<file path="src/rtl/pair_sched_pkg.sv">
// Shared types and helpers for the mirrored state-pair scheduler.
// The pair update function is the single source of next-state logic for both bits.
package pair_sched_pkg;

  localparam int CNT_W = 4;

  typedef enum logic [1:0] {
    OP_NOP    = 2'b00,
    OP_TOGGLE = 2'b01,
    OP_LOAD   = 2'b10,
    OP_LOCK   = 2'b11
  } op_e;

  typedef enum logic [1:0] {
    INIT,
    IDLE,
    EXEC,
    LOCK
  } state_e;

  function automatic logic pair_next(op_e op, logic cur, logic val);
    case (op)
      OP_TOGGLE: return !cur;
      OP_LOAD:   return val;
      default:   return cur;
    endcase
  endfunction

endpackage

</file>
<file path="src/rtl/pair_state_sched_rr_pick.sv">
// Combinational round-robin selector: first set request at or above rr_ptr,
// wrapping modulo NREQ.
module rr_pick #(
  parameter int NREQ  = 4,
  parameter int PTR_W = $clog2(NREQ)
) (
  input  logic [NREQ-1:0]  req,
  input  logic [PTR_W-1:0] rr_ptr,
  output logic [NREQ-1:0]  pick,
  output logic             any_valid
);

  logic             found;
  logic [PTR_W-1:0] idx;

  // NOTE: every variable written here gets a default first so no latch is inferred.
  always_comb begin
    pick  = '0;
    found = 1'b0;
    idx   = '0;
    for (int k = 0; k < NREQ; k++) begin
      idx = PTR_W'((int'(rr_ptr) + k) % NREQ);
      if (!found && req[idx]) begin
        pick[idx] = 1'b1;
        found     = 1'b1;
      end
    end
  end

  assign any_valid = |req;

endmodule

</file>
<file path="src/rtl/pair_state_sched.sv">
// Round-robin scheduler owning a mirrored register pair (x, y); both bits share
// one next-state value so x == y holds by construction.
module pair_state_sched
  import pair_sched_pkg::*;
#(
  parameter int NREQ        = 4,
  parameter int INIT_CYCLES = 3,
  parameter int LOCK_CYCLES = 4
) (
  input  logic              clk,
  input  logic              rst,
  input  logic [NREQ-1:0]   req,
  input  logic [2*NREQ-1:0] op,
  input  logic [NREQ-1:0]   load_val,
  output logic [NREQ-1:0]   gnt,
  output logic              x,
  output logic              y,
  output logic              ready,
  output logic              locked,
  output logic              err
);

  localparam int PTR_W = $clog2(NREQ);

  state_e           state;
  logic [CNT_W-1:0] cnt;
  logic [PTR_W-1:0] rr_ptr;
  logic [PTR_W-1:0] gidx;
  op_e              op_q;
  logic             val_q;

  logic [NREQ-1:0]  pick;
  logic             any_req;
  logic [PTR_W-1:0] pick_idx;
  logic             pair_nxt;

  rr_pick #(.NREQ(NREQ), .PTR_W(PTR_W)) u_pick (
    .req       (req),
    .rr_ptr    (rr_ptr),
    .pick      (pick),
    .any_valid (any_req)
  );

  always_comb begin
    pick_idx = '0;
    for (int i = 0; i < NREQ; i++)
      if (pick[i]) pick_idx = PTR_W'(i);
  end

  assign pair_nxt = pair_next(op_q, x, val_q);

  // NOTE: sequential state uses non-blocking assignments so all registers update together.
  always_ff @(posedge clk or posedge rst) begin
    if (rst) begin
      state  <= INIT;
      cnt    <= '0;
      rr_ptr <= '0;
      gidx   <= '0;
      op_q   <= OP_NOP;
      val_q  <= 1'b0;
      gnt    <= '0;
      x      <= 1'b0;
      y      <= 1'b0;
      ready  <= 1'b0;
      locked <= 1'b0;
      err    <= 1'b0;
    end else begin
      err <= err | (x != y);
      case (state)
        INIT: begin
          if (cnt == CNT_W'(INIT_CYCLES - 1)) begin
            state <= IDLE;
            cnt   <= '0;
            ready <= 1'b1;
          end else begin
            cnt <= cnt + CNT_W'(1);
          end
        end
        IDLE: begin
          if (any_req) begin
            gnt   <= pick;
            gidx  <= pick_idx;
            op_q  <= op_e'(op[{pick_idx, 1'b0} +: 2]);
            val_q <= load_val[pick_idx];
            ready <= 1'b0;
            state <= EXEC;
          end
        end
        EXEC: begin
          gnt    <= '0;
          x      <= pair_nxt;
          y      <= pair_nxt;
          rr_ptr <= (gidx == PTR_W'(NREQ - 1)) ? '0 : gidx + PTR_W'(1);
          if (op_q == OP_LOCK) begin
            state  <= LOCK;
            locked <= 1'b1;
          end else begin
            state <= IDLE;
            ready <= 1'b1;
          end
        end
        LOCK: begin
          if (cnt == CNT_W'(LOCK_CYCLES - 1)) begin
            state  <= IDLE;
            cnt    <= '0;
            locked <= 1'b0;
            ready  <= 1'b1;
          end else begin
            cnt <= cnt + CNT_W'(1);
          end
        end
        default: state <= INIT;
      endcase
    end
  end

endmodule

</file>
<file path="config.mk">
export PLATFORM = sky130hd
export DESIGN_NAME = pair_state_sched
export DESIGN_NICKNAME = d
export VERILOG_FILES = /design/src/rtl/pair_sched_pkg.sv /design/src/rtl/pair_state_sched_rr_pick.sv /design/src/rtl/pair_state_sched.sv
export SDC_FILE = /design/constraint.sdc
export NUM_CORES = 1
export LEC_CHECK = 0
export BUFFER_PORTS_ARGS = -buffer_cell sky130_fd_sc_hd__buf_4
export CAP_MARGIN = 30
export CORE_ASPECT_RATIO = 1.4
export CORE_UTILIZATION = 25
export DETAILED_ROUTE_END_ITERATION = 16
export HOLD_SLACK_MARGIN = 0.06
export SETUP_SLACK_MARGIN = 0.3
export SLEW_MARGIN = 20
export SYNTH_ARGS = -nofsm -noshare
export SYNTH_HDL_FRONTEND = slang
export SYNTH_SLANG_ARGS = --single-unit
</file>
<file path="constraint.sdc">
create_clock -name clk -period 4.6 [get_ports clk]
set_input_delay 0.46 -clock clk [delete_from_list [all_inputs] [get_ports clk]]
set_output_delay 0.46 -clock clk [all_outputs]
set_load 0.02 [all_outputs]
</file>
# Word-level counts from Yosys, hierarchy flattened
# Cells that the tools add are included.
dict set report word_totals {
  regBits 20
  in_bits 18
  output_inout_bits 9
}
dict set report op_classes {
  n_addsub 5
  order_cmp 9
  n_eq_ne 14
  shifts 1
  n_mux 48
  bitwise_logic 3
  n_reduce_logical 23
}
# operator count
set op_table {}
lappend op_table {{$mux W4} 7}
lappend op_table {{$mux W1} 19}
lappend op_table {{$pmux W4 S2} 2}
lappend op_table {{$lt A2 B3 Y1 const B} 5}
lappend op_table {{$mux W2} 7}
lappend op_table {{$or A4 B4 Y4} 3}
lappend op_table {{$bmux W1 S2} 5}
lappend op_table {{$eq A2 B2 Y1 const B} 5}
lappend op_table {{$ne A2 B2 Y1 const B} 5}
lappend op_table {{$demux W1 S2} 4}
lappend op_table {{$eq A4 B2 Y1 const B} 2}
lappend op_table {{$ge A2 B1 Y1 const B} 4}
lappend op_table {{$pmux W2 S4} 1}
lappend op_table {{$reduce_bool A2 Y1} 4}
lappend op_table {{$shiftx A8 B4 Y2} 1}
lappend op_table {{$logic_and A1 B1 Y1} 7}
lappend op_table {{$reduce_and A2 Y1} 3}
lappend op_table {{$reduce_and A3 Y1} 2}
lappend op_table {{$add A2 B1 Y2 const B} 2}
lappend op_table {{$add A2 B2 Y2 const B} 2}
lappend op_table {{$add A4 B1 Y4 const B} 1}
lappend op_table {{$eq A2 B1 Y1 const B} 2}
lappend op_table {{$logic_not A1 Y1} 4}
lappend op_table {{$pmux W1 S2} 2}
lappend op_table {{other kinds (4)} 4}

# Longest topological paths before layout
# Gate-level depths: netlist of run 1.
dict set report depth {
  depth_word 17
  mapped_depth 9
  ltp_nobuf 8
}

# By module
# Synthesis of run 1 repeated with hierarchy kept, for this count alone.
dict set report hier_totals {
  cells_unflattened 147
  hier_area_um2 1463.9
}
# mod n_inst cells_each area_each_um2
set modules_own_cells {}
lappend modules_own_cells {pair_state_sched 1 110 1118.6}
lappend modules_own_cells {rr_pick 1 37 345.3}

# Worst setup path before layout of run 1
# Ideal clock, no wire load.
dict set report synth_path {
  kind {register -> register}
  startpoint {register rr_ptr[0]}
  endpoint {register op_q[0]}
  arrival_time_ps 2743
  setup_slack_ps 1731
  stages_incl_launch_ff 9
  path_buffers 1
  synth_period_minus_slack_ps 2869
  path_cell_list {dfrtp_1 -> buf_6 -> inv_1 -> ha_1 -> mux4_2 -> a2111oi_4 -> o21ai_2 -> a221o_1 -> a221o_1}
}
dict set report synth_via {
  elab_chain_len 16
  elab_cells_between_ends 51
}
# item line_no
set synth_lines {}
lappend synth_lines {{from (decl)} pair_state_sched.sv:27} ;# logic [PTR_W-1:0] rr_ptr;
lappend synth_lines {{from (signal assigned)} pair_state_sched.sv:93} ;# rr_ptr <= (gidx == PTR_W'(NREQ - 1)) ? '0 : gidx + PTR_W'(1);
lappend synth_lines {{parallel branches: the longest is 11 deep, another holds $lt A2 B3 Y1} --}
lappend synth_lines {{$mux W4 (*)} pair_state_sched_rr_pick.sv:23} ;# if (!found && req[idx]) begin
lappend synth_lines {{$mux W1} pair_state_sched.sv:47} ;# if (pick[i]) pick_idx = PTR_W'(i);
lappend synth_lines {{$mux W2} pair_state_sched.sv:47}
lappend synth_lines {{$mux W2 (*)} pair_state_sched.sv:47}
lappend synth_lines {{$shiftx A8 B4 Y2 (*)} pair_state_sched.sv:83} ;# op_q <= op_e'(op[{pick_idx, 1'b0} +: 2]);
lappend synth_lines {{to (signal assigned)} pair_state_sched.sv:83}
lappend synth_lines {{to (decl)} pair_state_sched.sv:29} ;# op_e op_q;
# Every way passes the cells marked *. The select of a mux whose other input is x is not followed.
# A chain may end at the register's enable or synchronous reset.

# Final worst setup path of run 1
# Ends and elaborated chain as after synthesis.

==> run_results.csv, run 1 <==
group,metric,value,unit
status,outcome,"finished, final reports clean",
cts,cts_max_level,1,
final_layout,fin_nets,228,
power,peakVddDrop,0.175,mV
logic_synthesis,ys_ff_latch,20,
worst_setup_path,crit_type,"reg2reg",
worst_setup_path,endpoint,"op_q[0]",
worst_setup_path,worstPathRequired,4.74,ns
detailed_routing,vias,1325,
logic_synthesis,yosysMostFrequentCell,"dfrtp_1",
sta,rsz0062_at_grt,"no",
detailed_routing,drtIter0Drc,99,
detailed_routing,remaining_drc_errors,0,
floorplan,die_w,69.3,um
cts,cts-root-buf,"clkbuf_8",
final_layout,drive_above_1_share,20.8,%
worst_setup_path,start_kind,"register",
sta,slew_viol_final,0,
worst_setup_path,r2r_slack,1.36,ns
sta,setup_viol,0,
logic_synthesis,syn_area_per_cell,9.43,um2
logic_synthesis,synth.area.top_cells,"dfrtp_1 (32%), ha_1 (13%), a221o_1 (4.4%)",
cts,cts_resized,0,
global_routing,antenna_found_initial,0,
logic_synthesis,synth_top_flop_cell,"dfrtp_1",
job,drv_cap,0,
floorplan,row_count,33,
power,p_leak,0.878,nW
sta,worst_slack,1.36,ns
placement,io_buffers,25,
detailed_routing,avgRoutedWirePerCell,13.5,um
placement,place_ws,1.39,ns
floorplan,die_y,96.2,um
detailed_routing,wl,3.54,mm
logic_synthesis,async_reset_ff_share,100,%
cts,cts_buffers,3,
cts,hold_buffers,0,
logic_synthesis,seq_area_frac_synth,31.6,%
detailed_routing,drtPass1Iterations,5,
final_layout,final_cell_count_no_fill,262,
worst_setup_path,r2r-end,"op_q[0]",
final_layout,diodes,0,
cts,clk_pin_slew,0.07,ns
worst_setup_path,r2r-start,"rr_ptr[0]",
logic_synthesis,synth_area,1580,um2
worst_setup_path,critPathArrivalTime,3.38,ns
global_routing,grt_pass1_vias,1266,
sta,finalCritPeriodShare,70.4,%
floorplan,dieArea,6660,um2
final_layout,fillers,615,
floorplan,start_util,26.5,%
logic_synthesis,synth_cell_types,36,
global_routing,grt_overflow,0,
sta,hold_viol,0,
worst_setup_path,worst-path-max-fanout,13,
final_layout,syn_to_final_growth,18.8,%
global_routing,track_usage,11.3,%
sta,worst_slew_margin_rel,48.9,%
logic_synthesis,syn_inst,168,
logic_synthesis,yosysTopAreaCellShare,31.6,%
sta,layout_min_cycle_time,3.24,ns
sta,setup_tns,0,ns
cts,clock-sinks,20,
detailed_routing,drtAntennaViolNets,0,
sta,clock.fmax,309,MHz
logic_synthesis,ys_warn_count,0,
sta,worst_slew_pin_slew,0.766,ns
cts,postCtsSetupBuffers,0,
cts,clk-insertion-delay-late,0.26,ns
worst_setup_path,end_kind,"register",
logic_synthesis,synth_edf_count,0,
placement,dp.cells,258,
logic_synthesis,yosys.area.top_type,"dfrtp_1",
power,power,1.36,mW
floorplan,design.core.area,5990,um2
global_routing,grt_max_degree,21,
worst_setup_path,worstRegToRegCells,7,
global_routing,grt_first_pass_wirelength,6.01,mm
detailed_routing,vias_per_cell,5.06,
cts,cts_buffer_depth,2,
power,power.density,723,nW/um2
hold_path,hold_class,"in2async",
floorplan,boundaryPins,27,
logic_synthesis,syn-num-nets,203,
worst_setup_path,crit_path_start,"rr_ptr[0]",
cts,cts_tree,"done",
logic_synthesis,synth_common_cells,"dfrtp_1 (20), nand2_1 (18), ha_1 (17)",
placement,gp_congestion,0.769,
sta,worst_clock_skew,0.00546,ns
placement,dp_hpwl,2.83,mm
## final cells by class
type | instances | area (um2) | area share, %
multi-input combinational | 128 | 993 | 52.8
tap | 70 | 87.6 | 4.65
sequential | 20 | 500 | 26.6
clock buffer | 4 | 55.1 | 2.93
timing repair buffer | 26 | 193 | 10.2
inverter | 14 | 52.6 | 2.79
## power breakdown
group          internal [mW]  switching, mW  leakage, nW  total, mW
clock network         0.0762         0.0573       0.0288      0.133
logic                  0.390          0.479        0.607      0.869
registers              0.264         0.0934        0.242      0.357
total                  0.730          0.630        0.878       1.36
## metrics by stage
stage | hold slack (ns) | instance area, um2 | util (%)
6_report | 0.338 | 1880 | 31.4
5_1_grt | 0.418 | 1880 | 31.4
4_1_cts | 0.360 | 1880 | 31.4
3_5_place_dp | 0.468 | 1830 | 30.5
3_3_place_gp | 0.462 | 1820 | 30.4
2_1_floorplan | 0.424 | 1580 | -
## routing by layer
layer  track usage (%)  routed length, um
met5                 0                  0
met4              5.10                 60
met1              13.5               1460
met2              20.6               1900
met3             0.942                114
## cell usage in the layout (no fill, tap or decap), types with 3 or more instances in the layout
cell	instances
mux2i_1	5
dfrtp_1	20
and3_1	4
clkbuf_8	4
nor2b_1	3
nand2_1	18
a22o_1	4
ha_1	17
nor2_1	7
inv_1	14
nand3_1	6
a21oi_1	11
buf_4	25
and2_1	3
a221o_1	7
o21ai_0	13
nand2b_1	3
nor3_1	5
mux4_2	3
## worst max-delay path, stage by stage (launching register included)
cell	delay (ns)
dfrtp_1	0.64
inv_1	0.21
ha_1	0.43
mux4_2	0.61
a2111oi_4	0.40
o21ai_2	0.16
a221o_1	0.36
a221o_1	0.31
## worst min path at each step
stage	depth (start not counted)	end	slack [ns]
after floorplan	1	cnt[0]	0.42
after global placement	2	gidx[1]	0.46
after detailed placement	1	cnt[3]	0.47
after CTS	2	cnt[3]	0.36
after global routing	2	cnt[0]	0.42
final	2	cnt[3]	0.34
## sequential cells by signal, indices dropped and copies added (netlist names), 2 cells and up
name	flops
op_q	2
rr_ptr	2
state	2
gidx	2
gnt	4
cnt	4
## cells by family (layout without fill, tap and decap cells)
family / Yosys count / count (layout) / share of synthesized area [%]
flip-flops: 20 / 20 / 31.6
multiplexers: 11 / 11 / 10.5
buffers and inverters: 20 / 44 / 5.69
adder cells (fa/ha/maj): 17 / 17 / 13.4
XOR/XNOR: 1 / 1 / 0.553
AO/OA/AOI/OAI: 46 / 46 / 22.3
AND/OR/NAND/NOR: 52 / 52 / 15.7
other: 1 / 1 / 0.237
(Power assumes the default switching activity.)
==> inputs of run 2 (changes only) <==
Clock period 4.6 ns to 2.86 ns, I/O delays scaled along.
==> run_results.csv, run 2 (synthesis results as in run 1) <==
group,metric,value,unit
worst_setup_path,worstRegToRegCells,7,
global_routing,antenna_found_initial,0,
detailed_routing,remaining_drc_errors,0,
final_layout,drive_above_1_share,28.8,%
worst_setup_path,critPathArrivalTime,2.66,ns
final_layout,diodes,0,
final_layout,fillers,617,
sta,setup_viol,0,
sta,hold_viol,0,
placement,io_buffers,25,
final_layout,fin_nets,241,
power,power,2.44,mW
final_layout,final_cell_mix,"buf_4 (38), nand2_1 (18), dfrtp_1 (18)",
power,combPwrFrac,68.8,%
cts,clock-sinks,20,
worst_setup_path,r2r_slack,0.35,ns
power,p_leak,0.945,nW
final_layout,final_common_cell,"buf_4",
sta,rsz0062_at_grt,"yes",
floorplan,die_y,96.2,um
final_layout,multiInputGateArea,1010,um2
worst_setup_path,worst-path-max-fanout,6,
placement,dpl_cell_area,1880,um2
sta,worst_slew_margin_rel,47.9,%
hold_path,hold_class,"in2async",
final_layout,design_area,2010,um2
global_routing,grt_pass1_vias,1307,
detailed_routing,vias,1341,
power,seqPwrFrac,22.2,%
floorplan,boundaryPins,27,
floorplan,start_util,26.5,%
power,p_int,1.35,mW
detailed_routing,wl,3.69,mm
global_routing,grt_overflow,0,
power,p_clk_share,9.0,%
placement,dp_hpwl,2.80,mm
cts,cts_max_level,1,
floorplan,row_count,33,
detailed_routing,avgRoutedWirePerCell,13.4,um
sta,worst_clock_skew,0.00275,ns
sta,clock.fmax,398,MHz
detailed_routing,vias_per_cell,4.88,
cts,clk-insertion-delay-late,0.26,ns
cts,cts_tree,"done",
sta,worst_slew_pin_slew,0.780,ns
global_routing,grt_first_pass_wirelength,6.07,mm
final_layout,syn_to_final_growth,27.2,%
power,power.density,1210,nW/um2
job,drv_cap,0,
worst_setup_path,start_kind,"register",
cts,cts_buffers,3,
sta,setup_tns,0,ns
floorplan,design.core.area,5990,um2
floorplan,die_w,69.3,um
final_layout,reg_top3,"cnt (4), gnt (4)",
final_layout,area.sequential,503,um2
detailed_routing,drtIter0Drc,84,
final_layout,final_cell_count_no_fill,275,
placement,gp_congestion,0.873,
worst_setup_path,r2r-end,"op_q[0]",
global_routing,grt_max_degree,21,
worst_setup_path,end_kind,"register",
cts,cts-root-buf,"clkbuf_8",
global_routing,track_usage,11.4,%
power,swShare,44.5,%
floorplan,dieArea,6660,um2
sta,finalCritPeriodShare,87.9,%
detailed_routing,drtAntennaViolNets,0,
sta,layout_min_cycle_time,2.51,ns
worst_setup_path,worstPathRequired,3.01,ns
power,p_switching,1.09,mW
cts,clk_pin_slew,0.08,ns
detailed_routing,drtPass1Iterations,4,
sta,slew_viol_final,0,
worst_setup_path,r2r-start,"rr_ptr[0]",
placement,dp.cells,261,
worst_setup_path,crit_type,"reg2reg",
cts,cts_buffer_depth,2,
status,outcome,"finished, final reports clean",
power,peakVddDrop,0.260,mV
[run 2: cell types whose count changed in the layout (fill, tap and decap cells not counted), moves of 2 or more]
| cell | before | now |
|---|---|---|
| buf_4 | 25 | 38 |
| dfrtp_2 | 0 | 2 |
| dfrtp_1 | 20 | 18 |
| inv_1 | 14 | 12 |
[run 2: how the worst max path moves through the flow]
stage	start	to	slack (ns)	cells after the start
final	rr_ptr[0]	op_q[0]	0.35	7
after global routing	rr_ptr[0]	op_q[1]	0.24	8
after CTS	rr_ptr[0]	op_q[0]	0.28	7
after detailed placement	rr_ptr[1]	op_q[0]	0.27	7
after global placement	rr_ptr[0]	op_q[0]	0.30	7
after floorplan	rr_ptr[0]	op_q[0]	0.22	9
[run 2: cell type report]
cell class | count | share of cell area, %
Tap cell | 70 | 4.35
Multi-Input combinational cell | 128 | 50.4
Clock buffer | 4 | 2.73
Timing Repair Buffer | 39 | 14.7
Sequential cell | 20 | 25.0
Inverter | 14 | 2.86
[run 2: through the flow]
| stage | hold slack, ns | setup WS (ns) | util, % |
|---|---|---|---|
| after detailed placement | 0.468 | 0.274 | 31.4 |
| after global routing | 0.235 | 0.236 | 33.6 |
| after CTS | 0.188 | 0.283 | 32.9 |
| final | 0.170 | 0.345 | 33.6 |
| after floorplan | 0.250 | 0.224 | - |
| after global placement | 0.463 | 0.302 | 31.4 |
[run 2: power by group through the flow]
stage / clock (mW) / combinational, mW / sequential, mW
floorplan: 0 / 1.13 / 0.581
global placement: 0 / 1.51 / 0.539
detailed placement: 0 / 1.53 / 0.543
CTS: 0.225 / 1.61 / 0.540
global route: 0.232 / 1.89 / 0.561
finish: 0.220 / 1.68 / 0.541
[run 2: metal layers]
| metal | up-vias | GRT usage, % | part of all wire (%) |
|---|---|---|---|
| li1 | 686 | - | - |
| met1 | 624 | 13.3 | 42 |
| met2 | 24 | 20.4 | 53 |
| met3 | 7 | 1.15 | 2.3 |
| met4 | 0 | 6.80 | 2.1 |
| met5 | - | 0 | 0 |
[run 2: worst max-delay path, stage by stage (launching register included)]
cell and delay, ns:
dfrtp_2 0.41, inv_6 0.04, ha_4 0.29, mux4_2 0.59
a21o_1 0.22, or2_1 0.23, a221o_1 0.31, a221o_1 0.29
[run 2: what timing repair did]
action,4_1_cts,5_1_grt
setup endpoints to repair,3,5
pin swaps,3,7
gates resized for setup,1,4
hold buffers,0,0
buffers inserted,5,5
==> inputs of run 3 (changes only) <==
Settings changed: ABC_AREA from default to 1.
==> run_results.csv, run 3 <==
group,metric,value,unit
status,outcome,"complete, but fails checks",
status,violations,"design-rule violations",
worst_setup_path,end_kind,"register",
logic_synthesis,yosysMostFrequentCell,"nand2_1",
logic_synthesis,syn_area_per_cell,7.19,um2
worst_setup_path,critPathBufInv,2,
global_routing,grt_pass1_vias,1491,
cts,clk_pin_slew,0.07,ns
worst_setup_path,r2r_slack,0.63,ns
floorplan,die_w,70.5,um
logic_synthesis,ys_ff_latch,20,
global_routing,track_usage,10.9,%
worst_setup_path,worst-path-max-fanout,7,
floorplan,boundaryPins,27,
global_routing,grt_max_degree,21,
cts,clock-sinks,20,
sta,hold_viol,0,
worst_setup_path,worstRegToRegCells,16,
global_routing,antenna_found_initial,0,
worst_setup_path,critPathArrivalTime,2.38,ns
logic_synthesis,ys_warn_count,0,
cts,cts_tree,"done",
final_layout,syn_to_final_growth,18.7,%
floorplan,row_count,34,
floorplan,die_y,97.8,um
worst_setup_path,r2r-end,"op_q[0]",
sta,finalCritPeriodShare,78.0,%
hold_path,hold_class,"in2async",
sta,rsz0062_at_grt,"no",
global_routing,grt_first_pass_wirelength,6.19,mm
power,power.density,1190,nW/um2
worst_setup_path,worstPathRequired,3.01,ns
sta,clock.fmax,448,MHz
detailed_routing,drtPass1Iterations,10,
logic_synthesis,synth.area.top_cells,"dfrtp_1 (31%), nand2_1 (14%), ha_1 (13%)",
logic_synthesis,synth_top_flop_cell,"dfrtp_1",
final_layout,final_common_cell,"nand2_1",
detailed_routing,drtAntennaViolNets,0,
worst_setup_path,critPathMaxStageDelay,0.46,ns
cts,cts_max_level,1,
sta,setup_viol,0,
detailed_routing,drtIter0Drc,56,
cts,cts-root-buf,"clkbuf_8",
cts,postCtsSetupBuffers,0,
sta,worst_clock_skew,0.00177,ns
sta,worst_slew_margin_rel,48.4,%
logic_synthesis,yosys.area.top_type,"dfrtp_1",
worst_setup_path,path_cells,"inv_1 -> ha_1 -> inv_1 -> nand3_1 -> nand2_1 -> nand2_4 -> nor2_4 -> nand2_1 -> nand3_2 -> nand2_4 -> nand2_2 -> nand2_1 -> nand2_1 -> nand2_1 -> nand2_1 -> nand2_1",
floorplan,start_util,26.1,%
job,drv_cap,0,
sta,setup_tns,0,ns
worst_setup_path,crit_slowest_cell,"dfrtp_2",
worst_setup_path,cp_common_cell,"nand2_1",
logic_synthesis,synth_area,1640,um2
final_layout,fin_nets,291,
logic_synthesis,syn_inst,228,
detailed_routing,wl,3.34,mm
sta,layout_min_cycle_time,2.23,ns
placement,gp_congestion,0.794,
final_layout,reg_top3,"cnt (4), gnt (4)",
cts,clk-insertion-delay-late,0.26,ns
logic_synthesis,async_reset_ff_share,100,%
placement,dp_hpwl,2.77,mm
cts,cts_buffer_depth,2,
worst_setup_path,r2r-start,"rr_ptr[1]",
detailed_routing,vias,1417,
final_layout,diodes,0,
worst_setup_path,critPathTopFamily,"simple AND/OR/NAND/NOR gates",
detailed_routing,vias_per_cell,4.35,
final_layout,final_cell_mix,"nand2_1 (62), inv_1 (35), buf_4 (25)",
detailed_routing,remaining_drc_errors,4,
floorplan,design.core.area,6300,um2
floorplan,dieArea,6890,um2
global_routing,grt_overflow,0,
placement,io_buffers,25,
power,peakVddDrop,0.291,mV
logic_synthesis,synth_common_cells,"nand2_1 (62), inv_1 (35), nand3_1 (23)",
logic_synthesis,syn-num-nets,263,
logic_synthesis,yosysTopAreaCellShare,30.5,%
cts,cts_buffers,3,
sta,slew_viol_final,0,
final_layout,drive_above_1_share,22.0,%
logic_synthesis,synth_cell_types,29,
final_layout,fillers,695,
logic_synthesis,synth_edf_count,0,
sta,worst_slew_pin_slew,0.774,ns
power,p_leak,1.09,nW
detailed_routing,avgRoutedWirePerCell,10.2,um
worst_setup_path,crit_type,"reg2reg",
placement,place_ws,0.532,ns
sta,worst_slack,0.628,ns
worst_setup_path,cp.depth,16,
worst_setup_path,start_kind,"register",
logic_synthesis,seq_area_frac_synth,30.5,%
[run 3: cell types whose count changed after synthesis, moves of 4 or more]
cell / previous run / this run
nand2_1: 18 / 62
inv_1: 14 / 35
nand3_1: 6 / 23
a21oi_1: 11 / 3
a221o_1: 7 / 0
inv_2: 0 / 7
nor2_1: 7 / 14
mux2i_1: 5 / 0
nor3_1: 5 / 0
a22o_1: 4 / 0
and3_1: 4 / 0
nand2_4: 0 / 4
nand3_2: 0 / 4
[run 3: through the flow]
step / area [um2] / util, % / hold slack, ns / cells / total power [mW]
6_report: 1950 / 30.9 / 0.170 / 326 / 2.31
5_1_grt: 1950 / 30.9 / 0.259 / 326 / 2.61
3_3_place_gp: 1900 / 30.2 / 0.485 / 323 / 2.11
3_5_place_dp: 1900 / 30.2 / 0.490 / 323 / 2.13
2_1_floorplan: 1640 / - / 0.250 / 228 / 1.78
4_1_cts: 1940 / 30.9 / 0.215 / 326 / 2.33
[run 3: cell families after synthesis]
| kind of cell | synth area share, % |
|---|---|
| and+or+nand+nor | 36.2 |
| other | 0.229 |
| AOI/OAI and AO/OA | 7.32 |
| buffers and inverters | 11.1 |
| DFF | 30.5 |
| muxes | 0.686 |
| adders and majority gates | 13.0 |
| xor gates and xnor gates | 1.07 |
[run 3: power breakdown]
part	switching, mW	total [mW]	internal (mW)
clock network	0.0921	0.186	0.0938
registers	0.112	0.534	0.422
logic	1.00	1.59	0.585
[run 3: how the worst max path moves through the flow]
stage                    from  endpoint  slack [ns]
floorplan           rr_ptr[0]     val_q        0.82
global placement    rr_ptr[0]   op_q[0]        0.60
detailed placement  rr_ptr[0]   op_q[1]        0.53
CTS                 rr_ptr[0]   op_q[0]        0.52
global route        rr_ptr[1]   op_q[0]        0.32
finish              rr_ptr[1]   op_q[0]        0.63
[run 3: per-layer routing]
layer | part of all wire, % | GRT usage [%] | vias to the layer above
met2 | 52 | 20.2 | 21
met1 | 43 | 12.3 | 629
met5 | 0 | 0 | -
li1 | - | - | 761
met4 | 1.7 | 3.30 | 0
met3 | 3.7 | 2.17 | 6
[run 3: final cells by class]
type / count / area (um2) / area share [%]
clock buffer: 3 / 41.3 / 2.12
inverter: 44 / 166 / 8.55
multi-input combinational: 162 / 958 / 49.2
sequential: 20 / 503 / 25.8
tap: 72 / 90.1 / 4.63
timing repair buffer: 25 / 188 / 9.64
[run 3: what timing repair did]
item / 4_1_cts / 5_1_grt
resized for setup: 0 / 2
setup endpoints to repair: 0 / 2
hold buffers: 0 / 0
